### src/rtl/bus_ack_responder.sv
// Queues single-cycle bus requests and answers each with a registered, delayed ack pulse.
// Optional back-to-back request checker: define BUS_ACK_RESPONDER_CHECK_EN.
module bus_ack_responder #(
    parameter int DW        = 32,
    parameter int DEPTH     = 4,
    parameter int ACK_DELAY = 2
) (
    input  logic                       clk,
    input  logic                       reset_l,
    input  logic                       bus_req,
    input  logic [DW-1:0]              bus_data,
    output logic                       bus_ack,
    output logic [DW-1:0]              rsp_data,
    output logic [$clog2(DEPTH):0]     pending,
    output logic                       overflow,
    output logic                       err
);

    localparam int AW = $clog2(DEPTH);
    localparam int CW = $clog2(DEPTH) + 1;
    localparam int TW = 8;

    typedef enum logic [1:0] {
        IDLE = 2'd0,
        WAIT = 2'd1,
        ACK  = 2'd2
    } state_t;

    state_t          r_state;
    state_t          w_state_nxt;
    logic [TW-1:0]   r_cnt;
    logic [TW-1:0]   w_cnt_nxt;
    logic [DW-1:0]   r_mem [DEPTH];
    logic [AW-1:0]   r_wr_ptr;
    logic [AW-1:0]   r_rd_ptr;
    logic [CW-1:0]   r_count;
    logic            r_bus_ack;
    logic [DW-1:0]   r_rsp_data;
    logic            r_overflow;
    logic            w_full;
    logic            w_empty;
    logic            w_push;
    logic            w_pop;
    logic            w_drop;

    // DEPTH need not be a power of two, so pointers wrap explicitly.
    function automatic logic [AW-1:0] ptr_inc(input logic [AW-1:0] ptr);
        if (ptr == AW'(DEPTH - 1)) begin
            return {AW{1'b0}};
        end else begin
            return ptr + AW'(1);
        end
    endfunction

    // FIFO push/pop qualification; a full queue still accepts a push when the head pops.
    always_comb begin
        w_full  = (r_count == CW'(DEPTH));
        w_empty = (r_count == {CW{1'b0}});
        w_pop   = (r_state == ACK) && !w_empty;
        w_push  = bus_req && (!w_full || w_pop);
        w_drop  = bus_req && w_full && !w_pop;
    end

    // Next-state and delay counter; WAIT holds ACK_DELAY-2 cycles so ack lands exactly ACK_DELAY after the request.
    always_comb begin
        w_state_nxt = r_state;
        w_cnt_nxt   = r_cnt;
        case (r_state)
            IDLE: begin
                if (!w_empty) begin
                    if (ACK_DELAY <= 2) begin
                        w_state_nxt = ACK;
                        w_cnt_nxt   = {TW{1'b0}};
                    end else begin
                        w_state_nxt = WAIT;
                        w_cnt_nxt   = TW'(ACK_DELAY - 2);
                    end
                end else begin
                    w_state_nxt = IDLE;
                    w_cnt_nxt   = {TW{1'b0}};
                end
            end
            WAIT: begin
                if (r_cnt <= TW'(1)) begin
                    w_state_nxt = ACK;
                    w_cnt_nxt   = {TW{1'b0}};
                end else begin
                    w_state_nxt = WAIT;
                    w_cnt_nxt   = r_cnt - TW'(1);
                end
            end
            ACK: begin
                w_state_nxt = IDLE;
                w_cnt_nxt   = {TW{1'b0}};
            end
            default: begin
                w_state_nxt = IDLE;
                w_cnt_nxt   = {TW{1'b0}};
            end
        endcase
    end

    // State register plus registered ack/response; the head cannot change while an ack is pending.
    always_ff @(posedge clk or negedge reset_l) begin
        if (!reset_l) begin
            r_state    <= IDLE;
            r_cnt      <= {TW{1'b0}};
            r_bus_ack  <= 1'b0;
            r_rsp_data <= {DW{1'b0}};
        end else begin
            r_state   <= w_state_nxt;
            r_cnt     <= w_cnt_nxt;
            r_bus_ack <= (w_state_nxt == ACK);
            if (w_state_nxt == ACK) begin
                r_rsp_data <= r_mem[r_rd_ptr];
            end
        end
    end

    // Queue pointers, occupancy and sticky drop flag.
    always_ff @(posedge clk or negedge reset_l) begin
        if (!reset_l) begin
            r_wr_ptr   <= {AW{1'b0}};
            r_rd_ptr   <= {AW{1'b0}};
            r_count    <= {CW{1'b0}};
            r_overflow <= 1'b0;
        end else begin
            if (w_push) begin
                r_wr_ptr <= ptr_inc(r_wr_ptr);
            end
            if (w_pop) begin
                r_rd_ptr <= ptr_inc(r_rd_ptr);
            end
            case ({w_push, w_pop})
                2'b10:   r_count <= r_count + CW'(1);
                2'b01:   r_count <= r_count - CW'(1);
                default: r_count <= r_count;
            endcase
            if (w_drop) begin
                r_overflow <= 1'b1;
            end
        end
    end

    // Queue storage.
    always_ff @(posedge clk or negedge reset_l) begin
        if (!reset_l) begin
            for (int i = 0; i < DEPTH; i++) begin
                r_mem[i] <= {DW{1'b0}};
            end
        end else begin
            if (w_push) begin
                r_mem[r_wr_ptr] <= bus_data;
            end
        end
    end

`ifdef BUS_ACK_RESPONDER_CHECK_EN
    logic r_req_d;
    logic r_err;

    // Flags bus_req held high in two consecutive cycles; both requests are still queued.
    always_ff @(posedge clk or negedge reset_l) begin
        if (!reset_l) begin
            r_req_d <= 1'b0;
            r_err   <= 1'b0;
        end else begin
            r_req_d <= bus_req;
            if (bus_req && r_req_d) begin
                r_err <= 1'b1;
                $display("bus_ack_responder: bus_req high in consecutive cycles at time %0t", $time);
            end
        end
    end

    assign err = r_err;
`else
    assign err = 1'b0;
`endif

    assign bus_ack  = r_bus_ack;
    assign rsp_data = r_rsp_data;
    assign pending  = r_count;
    assign overflow = r_overflow;

endmodule

### config.mk
export PLATFORM = sky130hd
export DESIGN_NAME = bus_ack_responder
export DESIGN_NICKNAME = d
export VERILOG_FILES = /design/src/rtl/bus_ack_responder.sv
export SDC_FILE = /design/constraint.sdc
export NUM_CORES = 1
export LEC_CHECK = 0
export ABC_CLOCK_PERIOD_IN_PS = 1900
export BUFFER_PORTS_ARGS = -buffer_cell sky130_fd_sc_hd__buf_4
export CORE_ASPECT_RATIO = 1.1
export CORE_MARGIN = 3
export CORE_UTILIZATION = 29
export CTS_BUF_LIST = sky130_fd_sc_hd__clkbuf_4
export DETAILED_ROUTE_END_ITERATION = 7
export HOLD_SLACK_MARGIN = 0.05
export PLACE_DENSITY = 0.42
export SYNTH_ARGS = -nofsm -noshare
export SYNTH_HDL_FRONTEND = slang
export SYNTH_SLANG_ARGS = --single-unit
### constraint.sdc
create_clock -name clk -period 1.9 [get_ports clk]
set_clock_uncertainty 0.15 [all_clocks]
set_input_delay 0.095 -clock clk [delete_from_list [all_inputs] [get_ports clk]]
set_output_delay 0.095 -clock clk [all_outputs]
set_load 0.03 [all_outputs]
Word-level counts from Yosys, hierarchy flattened
Index checks and enable logic that the tools add are counted.
Widths: inputs -> output; s select.
{"block": "classes", "reduce_logical": 12, "muxes": 14, "add_sub_neg": 5, "eq_ne": 8, "bitwise": 2, "order_cmp": 4}
{"operator": "$bwmux 128", "count": 1}
{"operator": "$mux 32", "count": 3}
{"operator": "$bmux 32 s2", "count": 1}
{"operator": "$demux 32 s2", "count": 1}
{"operator": "$mux 8", "count": 2}
{"operator": "$eq 2x2->1 const B", "count": 5}
{"operator": "$le 8x1->1 const B", "count": 1}
{"operator": "$mux 2", "count": 4}
{"operator": "$sub 8x1->8 const B", "count": 1}
{"operator": "$ge 3x3->1 const B", "count": 2}
{"operator": "$not 2->3", "count": 2}
{"operator": "$pmux 3 s2", "count": 1}
{"operator": "$logic_and 1x1->1", "count": 5}
{"operator": "$add 2x1->2 const B", "count": 2}
{"operator": "$eq 2x1->1 const B", "count": 2}
{"operator": "$pmux 2 s2", "count": 1}
{"operator": "$add 3x1->3 const B", "count": 1}
{"operator": "$eq 3x3->1 const B", "count": 1}
{"operator": "$logic_not 1->1", "count": 3}
{"operator": "$logic_not 3->1", "count": 1}
{"operator": "$lt 3x1->1 const B", "count": 1}
{"operator": "$sub 3x1->3 const B", "count": 1}
{"operator": "$logic_not 2->1", "count": 1}
{"operator": "$reduce_bool 2->1", "count": 1}
{"operator": "$logic_or 1x1->1", "count": 1}
{"block": "totals", "elab_cells": 57, "out_inout_bits": 38, "inputBits": 35, "reg_bits": 179}

Depth between registers and ports, before layout
{"block": "logic_depth", "word_depth": 7, "mapped_depth": 9, "depth_no_buf": 9}

Worst setup path after synthesis
Ideal clock, no wire load.
{"block": "synth_path", "kind": "reg-to-reg", "from": "reg r_count[0] (netlist: pending[0])", "to": "reg r_count[2] (netlist: pending[2])", "path_stages_with_launch": 10, "setup_slack_ns": -0.276, "path_buffers": 0, "t_arrival_ns": 1.945, "t_required_ns": 1.669, "synth_period_minus_slack_ns": 2.176, "cell_sequence": "dfrtp_1 -> nor2_1 -> a31oi_2 -> inv_1 -> ha_1 -> inv_1 -> fa_1 -> xor2_1 -> nor2_1 -> xor2_1"}
{"block": "synth_between", "elab_chain_cells": 7}
{"item": "start, declared", "line_no": "36", "source": "logic [CW-1:0] r_count;"}
{"item": "start signal, assigned", "line_no": "125", "source": "r_count <= {CW{1'b0}};"}
{"item": "start signal, assigned", "line_no": "135", "source": "2'b10: r_count <= r_count + CW'(1);"}
{"item": "start signal, assigned", "line_no": "136", "source": "2'b01: r_count <= r_count - CW'(1);"}
{"item": "$logic_not 3->1", "line_no": "58", "source": "w_empty = (r_count == {CW{1'b0}});"}
{"item": "$logic_not 1->1"}
{"item": "$logic_and 1x1->1", "line_no": "59", "source": "w_pop = (r_state == ACK) && !w_empty;"}
{"item": "$logic_or 1x1->1", "line_no": "60", "source": "w_push = bus_req && (!w_full || w_pop);"}
{"item": "$logic_and 1x1->1", "line_no": "60"}
{"item": "$eq 2x1->1 / $eq 2x2->1 (equally long branches)", "line_no": "134", "source": "case ({w_push, w_pop})"}
{"item": "$pmux 3 s2 / $reduce_bool 2->1 (equally long branches)"}
Several ways; a longest one is shown, not always the timed one.
A chain may end at the register's enable or synchronous reset.

Final worst setup path
{"block": "layout_path", "from": "reg r_cnt[1]", "to": "reg r_rsp_data[17] (netlist: rsp_data[17])"}
{"block": "layout_between", "elab_chain_cells": 4}
{"item": "start, declared", "line_no": "31", "source": "logic [TW-1:0] r_cnt;"}
{"item": "start signal, assigned", "line_no": "107", "source": "r_cnt <= {TW{1'b0}};"}
{"item": "start signal, assigned", "line_no": "112", "source": "r_cnt <= w_cnt_nxt;"}
{"item": "$le 8x1->1", "line_no": "84", "source": "if (r_cnt <= TW'(1)) begin"}
{"item": "$mux 2", "line_no": "84"}
{"item": "$pmux 2 s2", "line_no": "68", "source": "case (r_state)"}
{"item": "$eq 2x2->1", "line_no": "114", "source": "if (w_state_nxt == ACK) begin"}
{"item": "end signal, assigned", "line_no": "109", "source": "r_rsp_data <= {DW{1'b0}};"}
{"item": "end signal, assigned", "line_no": "115", "source": "r_rsp_data <= r_mem[r_rd_ptr];"}
{"item": "end, declared", "line_no": "38", "source": "logic [DW-1:0] r_rsp_data;"}
No other way between the ends.

==> results.cfg <==
[yosys]
synth_fp_nets = 517
ys_warn_count = 0
synth_top_area_share = 0.575
synth-seq-cells = 179
yosysUniqueCellTypes = 33
netlist_top_cells_area = dfrtp_1 58%, mux2_2 19%, mux4_2 9.3%
yosysSeqAreaShare = 0.575
netlist_area_sq_um = 7780
synthCells = 473
avgSynthCellArea_sq_um = 16.5
synth_top_cell_by_area = dfrtp_1

[setup_path]
path_buf_inv = 2
worstPathRequired_ns = 2.21
worst-path-max-fanout = 21
path_depth = 7
path_delay_family = flip-flops
cp-end-kind = register
slowest_delay_ns = 0.42
r2r_cells = 7
crit_slowest_cell = dfrtp_1
crit_chain = inv_2, ha_1, or2_4, nand3_2, a211o_4, buf_12, mux2_4
startpoint_type = register
crit_type = reg2reg
critPathArrivalTime_ns = 2.32

[global_routing]
antenna_found_initial = 2
gr-total-overflow = 0
grtUsageTotal = 0.126
grt_pass1_wl_um = 27900
grt_pass1_vias = 4944
grt_max_degree = 52

[pwr]
switching_power_mw = 5.88
p_int_mw = 11.5
swShare = 0.339
power_frac_comb = 0.475
leakage_nw = 4.42
seq_power_share = 0.389
ir_drop_v = 0.000544
finalPower_mw = 17.4
clockPowerShare = 0.136
p_per_area_nw_per_um2 = 1750

[sta]
finalCriticalPeriod_ns = 2.00
whs_ns = 0.150
max_freq_ghz = 0.499
slew_viol_final = 0
hold_viol = 0
fin_ws_ns = -0.105
finalCritPeriodShare = 1.06
rsz0062_at_grt = yes
finalSetupTns_ns = -2.34
setup_viol = 34

[layout]
final_nets = 669
nFillCells = 2516
layout_commonest_cell = dfrtp_1
mostFrequentLayoutCells = 173 x dfrtp_1, 134 x mux2_2, 108 x buf_4
multi_input_area_sq_um = 3170
seq_area_sq_um = 4490
area_growth_pct = 27.2
drive_gt1_frac = 0.588
instances_no_fill = 992

[route]
wl_per_cell_um = 17.4
ant_nets = 0
num_vias = 4447
drt-total-wl_um = 17200
drc = 0
via_per_inst = 4.48
first_pass_iters = 4
drt-initial-drc-count = 174

[place]
post-dp-hpwl_um = 11400
finalWeightedCongestion = 0.681
portBuffers = 71
dp_cells = 916

[clock_tree]
clkTransAtPathRegs_ns = 0.17
clock_path_buffers = 2
cts_sinks = 179
numCtsBuffers = 17
worstSkewPairLatency_ns = 0.57
cts-root-buf = clkbuf_4
htree_levels = 4
cts_tree = built

[floorplanning]
core.rowCount = 62
dieHeight_um = 178
start_util = 0.296
fp.dieArea_sq_um = 28800
core_sq_um = 26300
die_x_um = 162
io_pins = 73

[hold_path]
hold_path_class = in2reg
hold_depth = 3

[status]
outcome = finished, violations left
violations = setup timing

[run]
maxCapViolCount = 0
==> cells in the mapped netlist, drive strengths merged <==
cell,number
xnor2,2
dfrtp,179
buf,20
a2111o,1
nor4,2
a41o,1
nor2,11
a211o,1
a31oi,1
nand2,12
nand4b,1
nor3,2
ha,8
nand3,2
o31ai,1
nand2b,3
a21oi,4
or3,1
mux4,32
mux2,162
inv,12
clkbuf,5
fa,1
conb,1
xor2,3
o21ai,4
or2,1
==> power groups by stage <==
| stage | registers, mW | clock network [mW] | logic, mW |
|---|---|---|---|
| 2_1_floorplan | 7.27 | 0 | 5.29 |
| 3_3_place_gp | 6.76 | 0 | 8.08 |
| 3_5_place_dp | 6.86 | 0 | 8.22 |
| 4_1_cts | 6.76 | 2.50 | 8.44 |
| 5_1_grt | 7.00 | 2.65 | 8.87 |
| 6_report | 6.75 | 2.36 | 8.25 |
==> state kept, by name (all words and copies together), names as in the netlist <==
name and flops:
r_wr_ptr 2, r_rd_ptr 2, overflow 1, r_cnt 8
r_mem 128, bus_ack 1, rsp_data 32, pending 3
r_state 2
==> logic make-up after synthesis <==
kind of cell,Yosys count,synth area share
AND/OR/NAND/NOR,35,0.0230
AO/OA/AOI/OAI,13,0.0116
multiplexers,194,0.340
other,1,0.000482
XOR/XNOR,5,0.00563
buffers and inverters,37,0.0280
adder cells (fa/ha/maj),9,0.0154
flip-flops,179,0.575
==> final cells by class <==
class / count / area share
antenna: 2 / 0.000505
clock buffer: 18 / 0.0136
clock inverter: 14 / 0.0192
inverter: 12 / 0.00455
multi-input combinational: 257 / 0.320
sequential: 179 / 0.453
tap: 352 / 0.0445
timing repair buffer: 158 / 0.145
==> through the flow <==
stage	setup WS [ns]	utilization	area (sq um)
2_1_floorplan	-0.122	-	7830
6_report	-0.105	0.376	9900
3_3_place_gp	-0.112	0.347	9120
4_1_cts	-0.112	0.375	9870
3_5_place_dp	-0.149	0.347	9120
5_1_grt	-0.172	0.376	9900
==> tightest hold or removal path, cell delays in order <==
cell           delay, ns
dlygate4sd3_1       0.52
buf_4               0.11
mux2_2              0.13
==> layer usage <==
layer	GRT usage	routed length [um]	vias up	part of all wire
li1	-	-	2031	-
met1	0.159	7770	2339	0.45
met2	0.217	8770	65	0.51
met3	0.0296	515	12	0.030
met4	0.0366	162	0	0.0094
met5	0	0	-	0
==> timing repair <==
action,in CTS,in global routing
endpoints found under the setup margin,34,76
hold buffers,35,0
buffers inserted,5,2
hold endpoints to repair,313,0
pin swaps,6,0
resized for setup,11,3
==> path summary, 6_finish.rpt <==
kind | startpoint | end | slack [ns]
worst max-delay path | r_cnt[1] | rsp_data[17] | -0.10
worst min-delay path | bus_data[29] | r_mem[93] | 0.15
worst max register to register | r_cnt[1] | rsp_data[17] | -0.10
worst min register to register | r_cnt[0] | r_cnt[0] | 0.36
max in group asynchronous | reset_l | rsp_data[18] | 0.52
min in group asynchronous | reset_l | rsp_data[10] | 0.39
(Power assumes the default switching activity.)
